## config.mk

```make
export PLATFORM = sky130hd
export DESIGN_NAME = sr_cmd_sequencer_flat
export DESIGN_NICKNAME = d
export VERILOG_FILES = /design/src/rtl/sr_cmd_sequencer_if.sv /design/src/rtl/sr_cmd_sequencer.sv /design/src/flat_wrapper.sv
export SDC_FILE = /design/constraint.sdc
export NUM_CORES = 1
export LEC_CHECK = 0
export BUFFER_PORTS_ARGS = -buffer_cell sky130_fd_sc_hd__clkbuf_2
export CAP_MARGIN = 15
export CORE_MARGIN = 4
export CORE_UTILIZATION = 50
export DETAILED_ROUTE_END_ITERATION = 10
export PLACE_DENSITY = 0.72
export SLEW_MARGIN = 20
export SYNTH_ARGS = -nofsm -noshare
export SYNTH_HDL_FRONTEND = slang
export SYNTH_SLANG_ARGS = --single-unit
```

## constraint.sdc

```tcl
create_clock -name clk -period 1.77 [get_ports clk]
set_input_delay 0 -clock clk [delete_from_list [all_inputs] [get_ports clk]]
set_output_delay 0 -clock clk [all_outputs]
set_load 0.03 [all_outputs]
```

## src/rtl/sr_cmd_sequencer_if.sv

```systemverilog
`default_nettype none
// ============================================================================
// Module      : sr_cmd_sequencer_if
// Description : Request/command bundle between a request source and the
//               SR command sequencer.
// Revision    : 1.0 - initial release
// ============================================================================
interface sr_cmd_sequencer_if;
    logic       set_in;
    logic       rst_in;
    logic [1:0] sr;
    logic       busy;
    logic       shadow_q;
    logic       conflict;
    logic [7:0] conflict_cnt;

    modport master (
        output set_in,
        output rst_in,
        input  sr,
        input  busy,
        input  shadow_q,
        input  conflict,
        input  conflict_cnt
    );

    modport slave (
        input  set_in,
        input  rst_in,
        output sr,
        output busy,
        output shadow_q,
        output conflict,
        output conflict_cnt
    );
endinterface
`default_nettype wire

```

## src/rtl/sr_cmd_sequencer.sv

```systemverilog
`default_nettype none
// ============================================================================
// Module      : sr_cmd_sequencer
// Description : Synchronises, debounces and arbitrates raw set/reset requests
//               into clean sr[1:0] command pulses for a clocked SR flip-flop.
//               Optional macro SR_CONFLICT_CNT_EN builds a saturating
//               conflict counter.
// Revision    : 1.0 - initial release
// ============================================================================
module sr_cmd_sequencer #(
    parameter int DEB_CYCLES = 4,
    parameter int PULSE_CYC  = 1,
    parameter int HOLDOFF    = 2,
    parameter int PRIO_SET   = 1
) (
    input  wire logic         clk,
    input  wire logic         rst_n,
    sr_cmd_sequencer_if.slave bus
);

    localparam int c_DW = $clog2(DEB_CYCLES + 1);
    localparam int c_PW = $clog2(PULSE_CYC + 1);
    localparam int c_HW = $clog2(HOLDOFF + 2);

    localparam logic [c_DW-1:0] c_DEB_MAX    = c_DW'(DEB_CYCLES);
    localparam logic [c_DW-1:0] c_DEB_THR    = c_DW'(DEB_CYCLES - 1);
    localparam logic [c_PW-1:0] c_PULSE_LAST = c_PW'(PULSE_CYC - 1);
    localparam logic [c_HW-1:0] c_HOLD_LAST  = c_HW'(HOLDOFF - 1);
    localparam logic            c_PRIO_SET   = (PRIO_SET != 0);

    typedef enum logic [1:0] {
        ST_IDLE  = 2'd0,
        ST_PULSE = 2'd1,
        ST_HOLD  = 2'd2
    } state_t;

    // Bit 1 is the set path, bit 0 the reset path, matching sr[1:0].
    logic [1:0] w_raw;
    logic [1:0] w_pend;
    logic       w_idle;

    assign w_raw = {bus.set_in, bus.rst_in};

    for (genvar i = 0; i < 2; i++) begin : g_path
        logic            r_sync1;
        logic            r_sync2;
        logic            r_deb;
        logic            r_pend;
        logic [c_DW-1:0] r_cnt;
        logic            w_deb_nxt;

        // Level rises on the DEB_CYCLES-th consecutive high sample.
        assign w_deb_nxt = r_sync2 && (r_cnt >= c_DEB_THR);

        always_ff @(posedge clk or negedge rst_n) begin
            if (!rst_n) begin
                r_sync1 <= 1'b0;
                r_sync2 <= 1'b0;
                r_cnt   <= '0;
                r_deb   <= 1'b0;
                r_pend  <= 1'b0;
            end else begin
                r_sync1 <= w_raw[i];
                r_sync2 <= r_sync1;
                if (!r_sync2) begin
                    r_cnt <= '0;
                end else if (r_cnt != c_DEB_MAX) begin
                    r_cnt <= r_cnt + 1'b1;
                end
                r_deb  <= w_deb_nxt;
                // The FSM consumes every pending request it sees while idle.
                r_pend <= (r_pend && !w_idle) || (w_deb_nxt && !r_deb);
            end
        end

        assign w_pend[i] = r_pend;
    end

    state_t          r_state;
    logic [1:0]      r_sr;
    logic            r_busy;
    logic            r_shadow;
    logic            r_conflict;
    logic [c_PW-1:0] r_pcnt;
    logic [c_HW-1:0] r_hcnt;
    logic            w_both;
    logic            w_win_set;
    logic            w_win_rst;

    assign w_idle    = (r_state == ST_IDLE);
    assign w_both    = &w_pend;
    assign w_win_set = w_pend[1] && (!w_pend[0] || c_PRIO_SET);
    assign w_win_rst = w_pend[0] && (!w_pend[1] || !c_PRIO_SET);

    always_ff @(posedge clk or negedge rst_n) begin
        if (!rst_n) begin
            r_state    <= ST_IDLE;
            r_sr       <= 2'b00;
            r_busy     <= 1'b0;
            r_shadow   <= 1'b0;
            r_conflict <= 1'b0;
            r_pcnt     <= '0;
            r_hcnt     <= '0;
        end else begin
            r_conflict <= 1'b0;
            case (r_state)
                ST_IDLE: begin
                    r_conflict <= w_both;
                    r_pcnt     <= '0;
                    // Requests matching the shadow state are dropped silently.
                    if (w_win_set && !r_shadow) begin
                        r_sr     <= 2'b10;
                        r_shadow <= 1'b1;
                        r_busy   <= 1'b1;
                        r_state  <= ST_PULSE;
                    end else if (w_win_rst && r_shadow) begin
                        r_sr     <= 2'b01;
                        r_shadow <= 1'b0;
                        r_busy   <= 1'b1;
                        r_state  <= ST_PULSE;
                    end
                end
                ST_PULSE: begin
                    if (r_pcnt == c_PULSE_LAST) begin
                        r_sr   <= 2'b00;
                        r_hcnt <= '0;
                        if (HOLDOFF > 0) begin
                            r_state <= ST_HOLD;
                        end else begin
                            r_state <= ST_IDLE;
                            r_busy  <= 1'b0;
                        end
                    end else begin
                        r_pcnt <= r_pcnt + 1'b1;
                    end
                end
                ST_HOLD: begin
                    if (r_hcnt == c_HOLD_LAST) begin
                        r_state <= ST_IDLE;
                        r_busy  <= 1'b0;
                    end else begin
                        r_hcnt <= r_hcnt + 1'b1;
                    end
                end
                default: begin
                    r_state <= ST_IDLE;
                    r_sr    <= 2'b00;
                    r_busy  <= 1'b0;
                end
            endcase
        end
    end

`ifdef SR_CONFLICT_CNT_EN
    logic [7:0] r_conflict_cnt;

    always_ff @(posedge clk or negedge rst_n) begin
        if (!rst_n) begin
            r_conflict_cnt <= 8'd0;
        end else if (w_idle && w_both && (r_conflict_cnt != 8'hFF)) begin
            r_conflict_cnt <= r_conflict_cnt + 8'd1;
        end
    end

    assign bus.conflict_cnt = r_conflict_cnt;
`else
    assign bus.conflict_cnt = 8'd0;
`endif

    assign bus.sr       = r_sr;
    assign bus.busy     = r_busy;
    assign bus.shadow_q = r_shadow;
    assign bus.conflict = r_conflict;

endmodule
`default_nettype wire

```

## src/flat_wrapper.sv

```systemverilog
// flat-port wrapper written by rule: the top's interface ports become plain ports
module sr_cmd_sequencer_flat 
#(
    parameter int DEB_CYCLES = 4,
    parameter int PULSE_CYC  = 1,
    parameter int HOLDOFF    = 2,
    parameter int PRIO_SET   = 1
)
  (clk, rst_n, bus_set_in, bus_rst_in, bus_sr, bus_busy, bus_shadow_q, bus_conflict, bus_conflict_cnt);
  sr_cmd_sequencer_if bus_i ();
  input  wire logic clk;
  input  wire logic rst_n;
  input wire logic [$bits(bus_i.set_in)-1:0] bus_set_in;
  input wire logic [$bits(bus_i.rst_in)-1:0] bus_rst_in;
  output wire logic [$bits(bus_i.sr)-1:0] bus_sr;
  output wire logic [$bits(bus_i.busy)-1:0] bus_busy;
  output wire logic [$bits(bus_i.shadow_q)-1:0] bus_shadow_q;
  output wire logic [$bits(bus_i.conflict)-1:0] bus_conflict;
  output wire logic [$bits(bus_i.conflict_cnt)-1:0] bus_conflict_cnt;
  assign bus_i.set_in = bus_set_in;
  assign bus_i.rst_in = bus_rst_in;
  assign bus_sr = bus_i.sr;
  assign bus_busy = bus_i.busy;
  assign bus_shadow_q = bus_i.shadow_q;
  assign bus_conflict = bus_i.conflict;
  assign bus_conflict_cnt = bus_i.conflict_cnt;
  sr_cmd_sequencer #(.DEB_CYCLES(DEB_CYCLES), .PULSE_CYC(PULSE_CYC), .HOLDOFF(HOLDOFF), .PRIO_SET(PRIO_SET)) u_core (.clk(clk), .rst_n(rst_n), .bus(bus_i));
endmodule
```

==> results.txt, run 1 <==
----------------------------------------------------
[Synthesis]
  Flip-flop and latch count after synthesis ... 23
  Commonest cells post-synth ... sky130_fd_sc_hd__dfrtp_1, sky130_fd_sc_hd__inv_1, sky130_fd_sc_hd__buf_4
  Primary flip-flop cell chosen by synthesis mapping ... sky130_fd_sc_hd__dfrtp_1
  Mean Syn Cell Area ... 10.79 sq um
  Register area share after synthesis ... 53.86%
  Dominant cell type by area after synthesis ... sky130_fd_sc_hd__dfrtp_1
  Top-area cell type share of the netlist area ... between 50% and 60%
  Cell with the most instances after synthesis ... sky130_fd_sc_hd__dfrtp_1
  Unique cell type count in the Yosys netlist ... 26
  Most area-consuming cells after synthesis ... sky130_fd_sc_hd__dfrtp_1, sky130_fd_sc_hd__ha_1, sky130_fd_sc_hd__buf_4, sky130_fd_sc_hd__inv_1, sky130_fd_sc_hd__nor2_1
  Synthesized instance count ... 99
  Cell area after technology mapping ... 0.001069 sq mm
  Ys async rst share ... 100.0%
  Number of warning messages in the yosys log ... 0
  Number of enable-type register cells in the synthesized netlist ... 0

[Floorplan]
  CORE AREA ... 0.002002 sq mm
  Ports placed on the boundary ... 17
  Die Span Y ... 54.23 microns
  Row cnt ... 16
  Starting density of the core ... 53.38%
  DIE WIDTH ... 54.23 microns
  Die area ... around 0.0029 sq mm

[STA]
  Setup repair after global routing missed its margin ... no
  Total count of max-transition violations in the final report ... 0
  Worst clock skew on the final layout ... 0.005399 ns
  Post-layout minimum cycle time ... 1.364 ns
  Maximum clock frequency ... 733.0 MHz
  Worst-Margin Slew ... around 0.56 ns
  Post-route fraction of the period consumed by the critical path ... between 70% and 80%
  Sum of negative setup slack ... 0 ns
  Worst Setup Slack, final ... 0.4058 ns
  Worst max-slew margin expressed relative to the limit ... 62.61%
  Final count of hold timing violations ... 0
  Endpoints failing setup ... 0

[Setup path]
  Sort of element at the end of the critical path ... flip-flop
  Crit path depth ... 4
  Number of buffer and inverter instances along the worst setup path ... 0
  Required arrival time at the worst endpoint ... 1.94 ns
  Highest-delay cell along the critical path ... sky130_fd_sc_hd__dfrtp_1
  Data arrival time of the critical path ... 1.54 ns
  Worst reg2reg setup slack ... 0.41 ns
  Most common cell type on the critical path ... sky130_fd_sc_hd__ha_1
  Delay of the slowest cell on the worst path ... 0.43 ns
  Category of cells accounting for the largest share of critical-path delay ... flip-flops
  Cell count of the worst reg-to-reg path ... 4
  Maximum net fanout on the critical path ... 4
  Startpoint type of the worst setup path ... flip-flop
  Crit path kind ... flip-flop to flip-flop
  Critical Path, Cell by Cell ... ha_1 > ha_1 > a211oi_1 > o32ai_1

[Clocking]
  Clock latency on the worst-skew pair ... 0.30 ns
  Number of levels the H-tree was split into ... 1
  Clock root buffer ... sky130_fd_sc_hd__clkbuf_4
  CTS Buf Count ... 3
  Clock tree buffer depth ... 2
  Post-CTS setup buffers ... 0
  CTS resizes ... 0
  TritonCTS sink count ... 23
  Reg clk slew, reported paths ... approximately 0.12 ns
  CTS Hold Bufs ... 3
  CTS tree ... yes

[Global route]
  Pin count of the biggest net entering global routing ... 24
  First-pass GRT wire length ... a little under 3000 microns
  Gr usage total ... 13.85%
  Via count of the first global-routing pass ... 698
  Total gr overflow ... 0
  Number of antenna violations at the first check in global routing ... 0

[Pwr]
  Maximum vdd drop ... 856.6 uV
  Part of the total power dissipated in sequential elements ... 48.2%
  Portion of total power attributed to combinational logic ... between 30% and 40%
  Share of power burned in the clock network ... between 10% and 20%
  Reported leakage power ... 0.5546 nW
  Power per unit of standard cell area ... 1563 mW/mm^2
  Switching part of the total ... 40.35%
  Total internal power ... 1.079 mW
  Sw power ... between 0.7 and 0.8 mW

[Route]
  Detailed-route vias per instance ... 4.964
  Number of DRC violations after detailed-routing iteration 0 ... 4
  Via count ... between 600 and 700
  Detail-routed net length per standard cell ... 11.85 microns
  WL final ... about 1600 microns
  DRT Pass-1 Iters ... 4
  Antenna viol nets, final ... 0
  Number of remaining DRC errors ... 0

[Cells and area]
  Diodes inserted ... 0
  Layout cell share with drive strength beyond 1 ... 10.71%
  Count of nets after finishing ... 124
  Layout-stage area growth over the synthesis result ... 8.314%

[Hold path]
  Hold Path Class ... input pin to async pin

[Placed design]
  GPL Wtd Cong ... 0.6791
  Detailed-placement wirelength estimate ... approximately 1200 microns
  Pre-CTS setup slack ... 0.4087 ns
  PortBufs ... 8

[Job]
  Number of max-cap violations ... 0

[Run status]
  Run status ... finished clean

----------------------------------------------------
state kept, by name, indices dropped and copies added (netlist names):
register and count:
u_core.g_path.r_cnt 6, u_core.bus.sr 2, u_core.g_path.r_deb 2, u_core.g_path.r_pend 2
u_core.g_path.r_sync1 2, u_core.g_path.r_sync2 2, u_core.r_hcnt 2, u_core.r_state 2
u_core.bus.busy 1, u_core.bus.conflict 1, u_core.bus.shadow_q 1
power groups by stage:
stage / registers [mW] / logic (mW) / clock network [mW]
CTS: 0.871 / 0.723 / 0.246
floorplan: 0.915 / 0.506 / 0
global placement: 0.876 / 0.658 / 0
detailed placement: 0.881 / 0.704 / 0
finish: 0.872 / 0.705 / 0.232
global route: 0.901 / 0.816 / 0.268
cell usage in the layout (no fill, tap or decap), types with 3 or more instances in the layout:
master                           n
sky130_fd_sc_hd__o21ai_0         5
sky130_fd_sc_hd__nand2b_1        4
sky130_fd_sc_hd__dfrtp_1        23
sky130_fd_sc_hd__dlygate4sd3_1   3
sky130_fd_sc_hd__clkbuf_4        3
sky130_fd_sc_hd__nor2_1          7
sky130_fd_sc_hd__inv_1          10
sky130_fd_sc_hd__nand2_1         5
sky130_fd_sc_hd__a21oi_1         5
sky130_fd_sc_hd__ha_1            7
sky130_fd_sc_hd__conb_1          8
sky130_fd_sc_hd__clkbuf_2        8
cell type report:
class / instances / area [sq um]
repair buffers: 11 / 70.07
flip-flops and latches: 23 / 575.6
inverters: 10 / 37.54
clock buffers: 4 / 26.28
multi-input cells: 64 / 414.1
fillers: 185 / 844.6
well taps: 27 / 33.78
through the flow:
| step | util [%] | hold WS, ns | total power, mW | cell area, sq um | cells |
|---|---|---|---|---|---|
| floorplan | - | -0.2956 | 1.421 | 1095 | 106 |
| global placement | 55.00 | 0.01631 | 1.534 | 1101 | 132 |
| detailed placement | 55.00 | 0.02085 | 1.585 | 1101 | 132 |
| CTS | 57.81 | 0.2199 | 1.840 | 1157 | 139 |
| global route | 57.81 | 0.2602 | 1.986 | 1157 | 139 |
| finish | 57.81 | 0.2089 | 1.809 | 1157 | 139 |
layer usage:
| metal | GRT usage, % | up-vias | part of all wire, % |
|---|---|---|---|
| met5 | 0 | - | 0 |
| met4 | 4.979 | 0 | 0.36 |
| met3 | 2.452 | 2 | 5.6 |
| met2 | 24.90 | 16 | 50 |
| met1 | 16.35 | 329 | 44 |
| li1 | - | 343 | - |
worst register-to-register path: stages, from the launching register on:
cell,delay [ns]
sky130_fd_sc_hd__dfrtp_1,0.43
sky130_fd_sc_hd__ha_1,0.21
sky130_fd_sc_hd__ha_1,0.18
sky130_fd_sc_hd__a211oi_1,0.29
sky130_fd_sc_hd__o32ai_1,0.13
path summary, 6_finish.rpt:
kind,from,to
max,u_core.g_path[1].r_cnt[0],u_core.g_path[1].r_pend
min,rst_n,u_core.bus.busy
max reg2reg,u_core.g_path[1].r_cnt[0],u_core.g_path[1].r_pend
min reg2reg,u_core.g_path[1].r_sync1,u_core.g_path[1].r_sync2
max in group asynchronous,rst_n,u_core.g_path[0].r_sync2
min in group clk,bus_rst_in,u_core.g_path[0].r_sync1
cell families (layout without fill, tap and decap cells):
| group | Yosys count | in the layout | share of synthesized area, % |
|---|---|---|---|
| compound gates | 20 | 20 | 12.88 |
| xor+xnor | 2 | 2 | 1.640 |
| fa+ha+maj | 7 | 7 | 8.196 |
| buf+inv | 19 | 25 | 9.836 |
| flops | 23 | 23 | 53.86 |
| mux | 1 | 1 | 0.9368 |
| other cells | 1 | 8 | 0.3510 |
| simple gates | 26 | 26 | 12.30 |
Note: power is estimated with default switching activity, not from simulation.
==> inputs of run 2 (changes only) <==
==> constraint.sdc (replaced) <==
create_clock -name clk -period 1.3 [get_ports clk]
set_input_delay 0 -clock clk [delete_from_list [all_inputs] [get_ports clk]]
set_output_delay 0 -clock clk [all_outputs]
set_load 0.03 [all_outputs]
==> run 2 against run 1 <==
Fmax grew 11%. Combinational power is 69% higher. Flip-flop and latch count unchanged.
==> results.txt, run 2 (synthesis gave the netlist of run 1 again) <==
----------------------------------------------------
[STA]
  Maximum clock frequency ... 816.0 MHz
  Endpoints failing setup ... 0
  Setup repair after global routing missed its margin ... no
  Worst-Margin Slew ... 0.5276 ns
  Total count of max-transition violations in the final report ... 0
  Post-route fraction of the period consumed by the critical path ... 94.27%
  Worst clock skew on the final layout ... 0.002043 ns
  Post-layout minimum cycle time ... 1.226 ns
  Sum of negative setup slack ... 0 ns
  Worst max-slew margin expressed relative to the limit ... about two thirds
  Final count of hold timing violations ... 0

[Floorplan]
  Die Span Y ... around 54 microns
  Ports placed on the boundary ... 17
  CORE AREA ... 0.002002 sq mm
  Starting density of the core ... approximately 53%
  Die area ... 0.002941 sq mm
  Row cnt ... 16
  DIE WIDTH ... 54.23 microns

[Clocking]
  Clock tree buffer depth ... 2
  CTS tree ... yes
  Clock latency on the worst-skew pair ... 0.31 ns
  Reg clk slew, reported paths ... 0.11 ns
  Number of levels the H-tree was split into ... 1
  Clock root buffer ... sky130_fd_sc_hd__clkbuf_4
  CTS Buf Count ... 3
  TritonCTS sink count ... 23

[Global route]
  Gr usage total ... 14.48%
  Number of antenna violations at the first check in global routing ... 0
  Via count of the first global-routing pass ... 691
  First-pass GRT wire length ... about 2900 microns
  Total gr overflow ... 0
  Pin count of the biggest net entering global routing ... 24

[Setup path]
  Startpoint type of the worst setup path ... flip-flop
  Crit path kind ... flip-flop to flip-flop
  Worst reg2reg setup slack ... 0.07 ns
  Reg-to-reg endpoint ... u_core.r_hcnt[1]
  Worst setup path startpoint ... u_core.r_hcnt[0]
  Worst R2R Start ... u_core.r_hcnt[0]
  Termination of the worst setup path ... u_core.r_hcnt[1]
  Required arrival time at the worst endpoint ... 1.50 ns
  Cell count of the worst reg-to-reg path ... 4
  Sort of element at the end of the critical path ... flip-flop
  Maximum net fanout on the critical path ... 4
  Data arrival time of the critical path ... 1.43 ns

[Cells and area]
  Diodes inserted ... 0
  Flip-flop count of the largest register after layout ... 6
  Layout-stage area growth over the synthesis result ... 14.40%
  Layout cell share with drive strength beyond 1 ... 18.49%
  Count of nets after finishing ... around 130
  Register with the most flip-flops ... u_core.g_path.r_cnt
  Fillers ... 174
  Most frequent standard cell in the layout excluding fill and tap cells ... sky130_fd_sc_hd__dfrtp_1
  Commonest cells after routing, fill and taps aside ... sky130_fd_sc_hd__dfrtp_1, sky130_fd_sc_hd__inv_1, sky130_fd_sc_hd__conb_1, sky130_fd_sc_hd__clkbuf_2
  Final core utilization ... 61.06%

[Placed design]
  Detailed-placement wirelength estimate ... roughly 1200 microns
  GPL Wtd Cong ... around 0.70
  PortBufs ... 8

[Hold path]
  Hold Path Class ... input pin to async pin

[Route]
  DRT Pass-1 Iters ... 4
  Antenna viol nets, final ... 0
  Via count ... 741
  WL final ... 1686 microns
  Detail-routed net length per standard cell ... 11.55 microns
  Number of DRC violations after detailed-routing iteration 0 ... 6
  Number of remaining DRC errors ... 0
  Detailed-route vias per instance ... 5.075

[Pwr]
  Maximum vdd drop ... 1222 uV
  Total power consumption of the routed design ... 2.658 mW
  Power per unit of standard cell area ... between 2000 and 2500 mW/mm^2
  Reported leakage power ... 0.5938 nW

[Run status]
  Run status ... finished clean

[Job]
  Number of max-cap violations ... 0

----------------------------------------------------
[run 2: cell count changes in the layout (fill, tap and decap cells not counted)]
cell and change:
sky130_fd_sc_hd__o21ai_1 +1, sky130_fd_sc_hd__nor2b_2 +1, sky130_fd_sc_hd__buf_4 +7, sky130_fd_sc_hd__nor2b_1 -1, sky130_fd_sc_hd__o21ai_0 -1, sky130_fd_sc_hd__a211oi_1 -2
sky130_fd_sc_hd__a211oi_2 +2
[run 2: how the worst min path moves through the flow]
stage	slack [ns]	end	cells after the start	startpoint
4_1_cts	0.19	u_core.r_hcnt[1]	2	rst_n
5_1_grt	0.24	u_core.r_hcnt[0]	2	rst_n
6_report	0.19	u_core.bus.sr[1]	2	rst_n
3_5_place_dp	0.004	u_core.bus.sr[1]	1	rst_n
3_3_place_gp	0.009	u_core.r_state[1]	1	rst_n
2_1_floorplan	-0.30	u_core.bus.busy	0	rst_n
[run 2: stage by stage]
stage          area [sq um]  setup WS (ns)  hold WS [ns]  cells
2_1_floorplan          1095        0.05707       -0.2956    106
3_5_place_dp           1139       0.002227      0.004255    137
6_report               1222        0.07446        0.1893    146
3_3_place_gp           1139        0.06934      0.009480    137
5_1_grt                1222       0.002597        0.2442    146
4_1_cts                1205        0.02993        0.1938    144
[run 2: power breakdown]
part	switching (mW)	internal (mW)	leakage (nW)
clock network	0.197	0.120	0.0150
logic	0.656	0.539	0.286
registers	0.197	0.949	0.293
[run 2: routing by layer]
metal  global-route usage (%)  routed length [microns]  up-vias
met4                    8.714                       43        0
met1                    16.87                      709      360
met2                    23.51                      845       20
met5                        0                        0        -
met3                    4.087                       89        4
li1                         -                        -      357
[run 2: critical path, stage by stage (launching register included)]
cell                        delay, ns
sky130_fd_sc_hd__dfrtp_1         0.42
sky130_fd_sc_hd__ha_1            0.25
sky130_fd_sc_hd__nand2b_1        0.16
sky130_fd_sc_hd__nor2b_2         0.17
sky130_fd_sc_hd__o2bb2ai_1       0.12
[run 2: area by class of cell]
| cell class | instances | area (sq um) | share of cell area [%] |
|---|---|---|---|
| clock buffers | 4 | 26.28 | 2.149 |
| inverters | 10 | 37.54 | 3.071 |
| multi-input cells | 64 | 426.7 | 34.90 |
| flip-flops and latches | 23 | 575.6 | 47.08 |
| well taps | 27 | 33.78 | 2.764 |
| repair buffers | 18 | 122.6 | 10.03 |
[run 2: what timing repair did]
| action | 4_1_cts | 5_1_grt |
|---|---|---|
| gates resized for setup | 2 | 2 |
| pin swaps | 0 | 2 |
| setup buffers | 0 | 2 |
| hold endpoints to repair | 25 | 0 |
| hold buffers | 3 | 0 |
| setup endpoints to repair | 2 | 5 |
